$ cat config.mk
export PLATFORM = sky130hd
export DESIGN_NAME = vec_check_harness_flat
export DESIGN_NICKNAME = d
export VERILOG_FILES = /design/src/rtl/vec_check_pkg.sv /design/src/rtl/vec_check_harness_if.sv /design/src/rtl/vec_check_cmp.sv /design/src/rtl/vec_check_harness.sv /design/src/flat_wrapper.sv
export SDC_FILE = /design/constraint.sdc
export NUM_CORES = 1
export LEC_CHECK = 0
export CORE_ASPECT_RATIO = 0.75
export CORE_MARGIN = 4
export CORE_UTILIZATION = 45
export DETAILED_ROUTE_END_ITERATION = 16
export DONT_BUFFER_PORTS = 1
export GPL_TIMING_DRIVEN = 0
export PLACE_DENSITY = 0.71
export SETUP_SLACK_MARGIN = 0.15
export SLEW_MARGIN = 5
export SYNTH_ARGS = -nofsm -noshare
export SYNTH_HDL_FRONTEND = slang
export SYNTH_SLANG_ARGS = --single-unit
$ cat constraint.sdc
create_clock -name ap_clk -period 3.22 [get_ports ap_clk]
set_input_delay 0.644 -clock ap_clk [delete_from_list [all_inputs] [get_ports ap_clk]]
set_output_delay 0.644 -clock ap_clk [all_outputs]
set_load 0.05 [all_outputs]
$ cat src/rtl/vec_check_pkg.sv
// Shared encodings for the vector-check harness: one-hot FSM states and count modes.
package vec_check_pkg;

  typedef enum logic [6:0] {
    S_IDLE  = 7'b0000001,
    S_FETCH = 7'b0000010,
    S_LATCH = 7'b0000100,
    S_START = 7'b0001000,
    S_WAIT  = 7'b0010000,
    S_CHECK = 7'b0100000,
    S_DONE  = 7'b1000000
  } state_t;

  localparam logic CNT_MISMATCH = 1'b0;
  localparam logic CNT_MATCH    = 1'b1;

endpackage

$ cat src/rtl/vec_check_harness_if.sv
// ROM read ports and start/ready/done core handshake driven by the harness.
interface vec_check_harness_if #(
  parameter int DATA_W = 64,
  parameter int ADDR_W = 5
);
  logic [ADDR_W-1:0] a_address0, b_address0, z_address0;
  logic              a_ce0, b_ce0, z_ce0;
  logic [DATA_W-1:0] a_q0, b_q0, z_q0;
  logic              dut_start, dut_ready, dut_done;
  logic [DATA_W-1:0] dut_a, dut_b;
  logic              dut_zsign;
  logic [DATA_W-1:0] dut_return;

  modport master (
    output a_address0, b_address0, z_address0, a_ce0, b_ce0, z_ce0,
    input  a_q0, b_q0, z_q0,
    output dut_start, dut_a, dut_b, dut_zsign,
    input  dut_ready, dut_done, dut_return
  );

  modport slave (
    input  a_address0, b_address0, z_address0, a_ce0, b_ce0, z_ce0,
    output a_q0, b_q0, z_q0,
    input  dut_start, dut_a, dut_b, dut_zsign,
    output dut_ready, dut_done, dut_return
  );
endinterface

$ cat src/rtl/vec_check_cmp.sv
// Key-gated comparator: a wrong key inverts the equality result.
module vec_check_cmp #(
  parameter int              DATA_W      = 64,
  parameter int              KEY_W       = 16,
  parameter logic [KEY_W-1:0] CORRECT_KEY = 16'hA5C3
) (
  input  logic [DATA_W-1:0] ret,
  input  logic [DATA_W-1:0] exp,
  input  logic [KEY_W-1:0]  key,
  output logic              match
);
  assign match = (ret == exp) ^ (key != CORRECT_KEY);
endmodule

$ cat src/rtl/vec_check_harness.sv
// Walks NUM_VEC ROM vectors through a start/ready/done core and counts pass/fail results.
module vec_check_harness
  import vec_check_pkg::*;
#(
  parameter int               DATA_W       = 64,
  parameter int               NUM_VEC      = 22,
  parameter int               ADDR_W       = 5,
  parameter int               CNT_W        = 5,
  parameter int               TIMEOUT      = 1024,
  parameter int               STOP_ON_FAIL = 0,
  parameter int               KEY_W        = 16,
  parameter logic [KEY_W-1:0] CORRECT_KEY  = 16'hA5C3
) (
  input  logic              ap_clk,
  input  logic              ap_rst,
  input  logic              ap_start,
  output logic              ap_done,
  output logic              ap_idle,
  output logic              ap_ready,
  output logic [CNT_W-1:0]  ap_return,
  input  logic              count_mode,
  input  logic [KEY_W-1:0]  locking_key,
  output logic [ADDR_W-1:0] first_fail_idx,
  output logic              first_fail_vld,
  output logic              timeout_flag,
  vec_check_harness_if.master bus
);

  localparam int               WD_W     = (TIMEOUT > 1) ? $clog2(TIMEOUT) : 1;
  localparam logic [WD_W-1:0]  WD_LAST  = WD_W'((TIMEOUT > 0) ? TIMEOUT - 1 : 0);
  localparam logic             WD_EN    = (TIMEOUT > 0);
  localparam logic             STOP_EN  = (STOP_ON_FAIL != 0);
  localparam logic [ADDR_W-1:0] LAST_IDX = ADDR_W'(NUM_VEC - 1);

  state_t            state;
  logic [ADDR_W-1:0] idx;
  logic [CNT_W-1:0]  count, count_nxt;
  logic [WD_W-1:0]   wdog;
  logic [DATA_W-1:0] exp_r, ret_r;
  logic              mode_r, tmo_r, ce_r;
  logic              match_raw, match, bump;

  vec_check_cmp #(
    .DATA_W(DATA_W), .KEY_W(KEY_W), .CORRECT_KEY(CORRECT_KEY)
  ) u_cmp (
    .ret(ret_r), .exp(exp_r), .key(locking_key), .match(match_raw)
  );

  // A timed-out vector is always a failure, whatever the key says.
  assign match     = match_raw & ~tmo_r;
  assign bump      = ((match ? CNT_MATCH : CNT_MISMATCH) == mode_r) && (count != '1);
  assign count_nxt = count + CNT_W'(bump);

  assign bus.a_address0 = idx;
  assign bus.b_address0 = idx;
  assign bus.z_address0 = idx;
  assign bus.a_ce0      = ce_r;
  assign bus.b_ce0      = ce_r;
  assign bus.z_ce0      = ce_r;
  assign bus.dut_zsign  = bus.dut_a[DATA_W-1];

  always_ff @(posedge ap_clk) begin
    if (ap_rst) begin
      state          <= S_IDLE;
      ap_idle        <= 1'b1;
      ap_done        <= 1'b0;
      ap_ready       <= 1'b0;
      ap_return      <= '0;
      count          <= '0;
      idx            <= '0;
      wdog           <= '0;
      exp_r          <= '0;
      ret_r          <= '0;
      mode_r         <= 1'b0;
      tmo_r          <= 1'b0;
      ce_r           <= 1'b0;
      first_fail_idx <= '0;
      first_fail_vld <= 1'b0;
      timeout_flag   <= 1'b0;
      bus.dut_start  <= 1'b0;
      bus.dut_a      <= '0;
      bus.dut_b      <= '0;
    end else begin
      ap_done  <= 1'b0;
      ap_ready <= 1'b0;
      ce_r     <= 1'b0;
      unique case (state)
        S_IDLE: begin
          if (ap_start) begin
            count          <= '0;
            idx            <= '0;
            wdog           <= '0;
            first_fail_idx <= '0;
            first_fail_vld <= 1'b0;
            timeout_flag   <= 1'b0;
            mode_r         <= count_mode;
            ap_idle        <= 1'b0;
            ce_r           <= 1'b1;
            state          <= S_FETCH;
          end
        end
        S_FETCH: state <= S_LATCH;
        S_LATCH: begin
          bus.dut_a     <= bus.a_q0;
          bus.dut_b     <= bus.b_q0;
          exp_r         <= bus.z_q0;
          tmo_r         <= 1'b0;
          wdog          <= '0;
          bus.dut_start <= 1'b1;
          state         <= S_START;
        end
        S_START: begin
          if (bus.dut_ready) begin
            bus.dut_start <= 1'b0;
            if (bus.dut_done) begin
              ret_r <= bus.dut_return;
              state <= S_CHECK;
            end else begin
              state <= S_WAIT;
            end
          end
        end
        S_WAIT: begin
          if (bus.dut_done) begin
            ret_r <= bus.dut_return;
            state <= S_CHECK;
          end else if (WD_EN && wdog == WD_LAST) begin
            timeout_flag <= 1'b1;
            tmo_r        <= 1'b1;
            state        <= S_CHECK;
          end else begin
            wdog <= wdog + 1'b1;
          end
        end
        S_CHECK: begin
          count <= count_nxt;
          if (!match && !first_fail_vld) begin
            first_fail_idx <= idx;
            first_fail_vld <= 1'b1;
          end
          if (idx == LAST_IDX || (STOP_EN && !match)) begin
            ap_done   <= 1'b1;
            ap_ready  <= 1'b1;
            ap_return <= count_nxt;
            state     <= S_DONE;
          end else begin
            idx   <= idx + 1'b1;
            wdog  <= '0;
            ce_r  <= 1'b1;
            state <= S_FETCH;
          end
        end
        S_DONE: begin
          ap_idle <= 1'b1;
          state   <= S_IDLE;
        end
        default: begin
          ap_idle <= 1'b1;
          state   <= S_IDLE;
        end
      endcase
    end
  end

endmodule

$ cat src/flat_wrapper.sv
// flat-port wrapper written by rule: the top's interface ports become plain ports
module vec_check_harness_flat import vec_check_pkg::*;
#(
  parameter int               DATA_W       = 64,
  parameter int               NUM_VEC      = 22,
  parameter int               ADDR_W       = 5,
  parameter int               CNT_W        = 5,
  parameter int               TIMEOUT      = 1024,
  parameter int               STOP_ON_FAIL = 0,
  parameter int               KEY_W        = 16,
  parameter logic [KEY_W-1:0] CORRECT_KEY  = 16'hA5C3
)
  (ap_clk, ap_rst, ap_start, ap_done, ap_idle, ap_ready, ap_return, count_mode, locking_key, first_fail_idx, first_fail_vld, timeout_flag, bus_a_address0, bus_b_address0, bus_z_address0, bus_a_ce0, bus_b_ce0, bus_z_ce0, bus_a_q0, bus_b_q0, bus_z_q0, bus_dut_start, bus_dut_a, bus_dut_b, bus_dut_zsign, bus_dut_ready, bus_dut_done, bus_dut_return);
  vec_check_harness_if #(.DATA_W(DATA_W), .ADDR_W(ADDR_W)) bus_i ();
  input  logic ap_clk;
  input  logic ap_rst;
  input  logic ap_start;
  output logic ap_done;
  output logic ap_idle;
  output logic ap_ready;
  output logic [CNT_W-1:0] ap_return;
  input  logic count_mode;
  input  logic [KEY_W-1:0] locking_key;
  output logic [ADDR_W-1:0] first_fail_idx;
  output logic first_fail_vld;
  output logic timeout_flag;
  output wire logic [$bits(bus_i.a_address0)-1:0] bus_a_address0;
  output wire logic [$bits(bus_i.b_address0)-1:0] bus_b_address0;
  output wire logic [$bits(bus_i.z_address0)-1:0] bus_z_address0;
  output wire logic [$bits(bus_i.a_ce0)-1:0] bus_a_ce0;
  output wire logic [$bits(bus_i.b_ce0)-1:0] bus_b_ce0;
  output wire logic [$bits(bus_i.z_ce0)-1:0] bus_z_ce0;
  input wire logic [$bits(bus_i.a_q0)-1:0] bus_a_q0;
  input wire logic [$bits(bus_i.b_q0)-1:0] bus_b_q0;
  input wire logic [$bits(bus_i.z_q0)-1:0] bus_z_q0;
  output wire logic [$bits(bus_i.dut_start)-1:0] bus_dut_start;
  output wire logic [$bits(bus_i.dut_a)-1:0] bus_dut_a;
  output wire logic [$bits(bus_i.dut_b)-1:0] bus_dut_b;
  output wire logic [$bits(bus_i.dut_zsign)-1:0] bus_dut_zsign;
  input wire logic [$bits(bus_i.dut_ready)-1:0] bus_dut_ready;
  input wire logic [$bits(bus_i.dut_done)-1:0] bus_dut_done;
  input wire logic [$bits(bus_i.dut_return)-1:0] bus_dut_return;
  assign bus_a_address0 = bus_i.a_address0;
  assign bus_b_address0 = bus_i.b_address0;
  assign bus_z_address0 = bus_i.z_address0;
  assign bus_a_ce0 = bus_i.a_ce0;
  assign bus_b_ce0 = bus_i.b_ce0;
  assign bus_z_ce0 = bus_i.z_ce0;
  assign bus_i.a_q0 = bus_a_q0;
  assign bus_i.b_q0 = bus_b_q0;
  assign bus_i.z_q0 = bus_z_q0;
  assign bus_dut_start = bus_i.dut_start;
  assign bus_dut_a = bus_i.dut_a;
  assign bus_dut_b = bus_i.dut_b;
  assign bus_dut_zsign = bus_i.dut_zsign;
  assign bus_i.dut_ready = bus_dut_ready;
  assign bus_i.dut_done = bus_dut_done;
  assign bus_i.dut_return = bus_dut_return;
  vec_check_harness #(.DATA_W(DATA_W), .NUM_VEC(NUM_VEC), .ADDR_W(ADDR_W), .CNT_W(CNT_W), .TIMEOUT(TIMEOUT), .STOP_ON_FAIL(STOP_ON_FAIL), .KEY_W(KEY_W), .CORRECT_KEY(CORRECT_KEY)) u_core (.ap_clk(ap_clk), .ap_rst(ap_rst), .ap_start(ap_start), .ap_done(ap_done), .ap_idle(ap_idle), .ap_ready(ap_ready), .ap_return(ap_return), .count_mode(count_mode), .locking_key(locking_key), .first_fail_idx(first_fail_idx), .first_fail_vld(first_fail_vld), .timeout_flag(timeout_flag), .bus(bus_i));
endmodule
==> impl_metrics.ini <==
[outcome]
status = complete, no violations

[sta]
max_freq_mhz = 329
setup_viol = 0
skew_ns = 0.0278
fin_ws_ns = 0.181
period_needed_ns = 3.04
timing.final.max_slew_violations = 0
setup_tns_ns = 0
maxSlewHeadroom = 0.402
hold_violations = 0
worst_slew_pin_slew_ns = 0.896
fin_crit_sh = 0.944
rsz0062_at_grt = yes

[worst_setup_path]
reg2reg_from = u_core.exp_r[12]$_SDFFE_PP0P_
rr_worst_depth = 14
rr_endpoint = u_core.ap_return[4]$_SDFFE_PP0P_
setup.worst_path.class = register to register
cp.arrival_ns = 3.46
worst_ep_required_time_ns = 3.65
startpoint = u_core.exp_r[12]$_SDFFE_PP0P_
r2r_slack_ns = 0.18
endpoint_kind = register
critPathLaunchType = register
endpoint = u_core.ap_return[4]$_SDFFE_PP0P_
crit_fanout = 3

[global_route]
met3_usage = 0.0681
use_met1 = 0.316
use_met2 = 0.418
grt_max_degree = 16
grt_pass1_vias = 9793
grt_busiest_layer = met2
grt_pass1_wl_um = 56600
grt_antenna_before_repair = 0
grt_overflow_total = 0
grtUsageTotal = 0.247

[clock_network]
clk_path_buf_depth = 3
cts_hold_buffers = 0
cts.sinks = 301
cts-htree-levels = 1
cts_buffers = 29
clk_latency_ns = 0.56
cts-root-buf = clkbuf_16
cts_tree = yes
cts.reportedPaths.clkPinSlew_ns = 0.06

[placement]
dpl-instance-area_mm2 = 0.0121
hpwl_um = 29000
gp_congestion = 0.905
pre_cts_ws_ns = -0.305
portBuffers = 0

[floorplanning]
dieArea_mm2 = 0.0286
start_util = 0.462
core_area_mm2 = 0.0253
die_x_um = 194
die-height_um = 148
io_pins = 441
rows = 50

[synthesis]
synth_area_leaders = dfxtp_1 (52%), nand2_1 (17%), a21oi_1 (12%)
synth_edf_count = 0
syn_area_mm2 = 0.0117
synth_area_per_cell_um2 = 8.04
netlist_instances = 1452
ys_warn_count = 0
synth_top_area_frac = 0.516
ys_seq_area_frac = 0.516
synth_seq_cells = 301
synth_fp_nets = 1735
ys.flop_type = dfxtp_1
yosys.cell_types.count = 52
synth_area_leader_cell = dfxtp_1
async_flop_share = 0

[routing]
vias = 10100
drt_iter0_drc = 628
postRouteAntennaNets = 0
drc = 0
routedWlPerCell_um = 20.6
viasPerCell = 5.44
first_pass_iters = 5
wl_um = 38000

[power_and_ir_drop]
p_per_area_mw_per_mm2 = 572
ir_drop_mv = 0.434
power.leakage_nw = 4.82

[cells_and_area]
design_area_mm2 = 0.0132
syn_to_final_growth_pct = 13.1
nFillCells = 2417
finalNetCount = 1769
drive_above_1_share = 0.0855

[worst_hold_path]
hp-class = input pin to register

[job]
drv_cap = 0
-- how the worst min path moves through the flow --
stage | cells past startpoint | end | from | slack, ns
2_1_floorplan | 2 | u_core.exp_r[0]$_SDFFE_PP0P_ | u_core.exp_r[0]$_SDFFE_PP0P_ | 0.45
3_3_place_gp | 2 | u_core.ret_r[63]$_SDFFE_PP0P_ | u_core.ret_r[63]$_SDFFE_PP0P_ | 0.45
3_5_place_dp | 2 | u_core.ret_r[38]$_SDFFE_PP0P_ | u_core.ret_r[38]$_SDFFE_PP0P_ | 0.46
4_1_cts | 1 | u_core.state[4]$_SDFFE_PP0P_ | bus_dut_done | 0.13
5_1_grt | 1 | u_core.state[4]$_SDFFE_PP0P_ | bus_dut_done | 0.13
6_report | 1 | u_core.state[4]$_SDFFE_PP0P_ | bus_dut_done | 0.16
-- synthesized netlist by cell type (all sizes together), types with 9 or more instances --
master  count
nand2     535
dfxtp     301
a21oi     279
xor2       71
clkbuf     64
buf        44
nor2       31
nor4       18
nand3      15
nor3       11
nand4       9
xnor2       9
-- cells by family after synthesis --
logic type,synth area share
AO/OA/AOI/OAI,0.129
XOR/XNOR,0.0600
adder cells (fa/ha/maj),0.00536
buffers and inverters,0.0492
flip-flops,0.516
multiplexers,0.00300
AND/OR/NAND/NOR,0.237
-- area by class of cell --
class | instances | area (µm²) | area share
Sequential cell | 301 | 6030 | 0.457
Multi-Input combinational cell | 1039 | 5160 | 0.391
Clock buffer | 39 | 843 | 0.0639
Buffer | 108 | 559 | 0.0424
Tap cell | 338 | 423 | 0.0320
Clock inverter | 15 | 144 | 0.0109
Timing Repair Buffer | 3 | 22.5 | 0.00171
Inverter | 4 | 15.0 | 0.00114
Antenna cell | 1 | 2.50 | 0.000190
-- power by group --
group	switching, mW	internal, mW
logic	0.177	0.0907
registers	0.0442	3.74
clock network	1.50	2.00
-- timing repair --
action | 4_1_cts | 5_1_grt
setup endpoints to repair | 10 | 6
buffers inserted | 3 | 0
gates resized for setup | 6 | 10
pin swaps | 4 | 10
-- layout by cell type (no fill, tap or decap), types with 12 or more instances in the layout --
cell type	netlist	routed
nand2_1	535	535
dfxtp_1	301	299
a21oi_1	279	279
xor2_1	71	70
clkbuf_1	60	62
nor2_1	31	31
clkbuf_16	0	29
buf_2	25	25
buf_4	14	17
nand3_1	15	14
clkbuf_8	4	12
-- routing by layer --
metal,part of all wire,vias to the layer above
met4,0.027,0
met2,0.47,471
li1,-,4823
met1,0.40,4707
met3,0.099,60
met5,0,-
-- stage by stage --
step / hold WS (ns) / cells / utilization / power [mW]
after floorplan: 0.445 / 1452 / - / 4.04
after global placement: 0.453 / 1790 / 0.479 / 4.11
after detailed placement: 0.458 / 1790 / 0.479 / 4.11
after CTS: 0.131 / 1847 / 0.520 / 7.61
after global routing: 0.134 / 1847 / 0.522 / 7.79
final: 0.163 / 1848 / 0.522 / 7.55
-- registers in the layout, indices dropped and copies added (netlist names), 5 cells and up --
name,flops
u_core.bus.dut_b,64
u_core.ap_return,5
u_core.exp_r,64
u_core.bus.dut_a,64
u_core.count,5
u_core.wdog,10
u_core.bus.a_address0,5
u_core.first_fail_idx,5
u_core.ret_r,64
u_core.state,7
-- worst max-delay path, cell delays in order (launching register included) --
cell	delay, ns
dfxtp_2	0.33
xor2_1	0.14
nor4_2	0.41
nand4_1	0.20
nor4_4	0.27
buf_4	0.18
mux2i_4	0.27
xnor2_2	0.09
a31oi_1	0.16
ha_2	0.24
ha_4	0.16
nand3_2	0.10
xnor2_2	0.17
mux2i_1	0.13
nor2_1	0.05
Power figures use the tool's default switching activity.
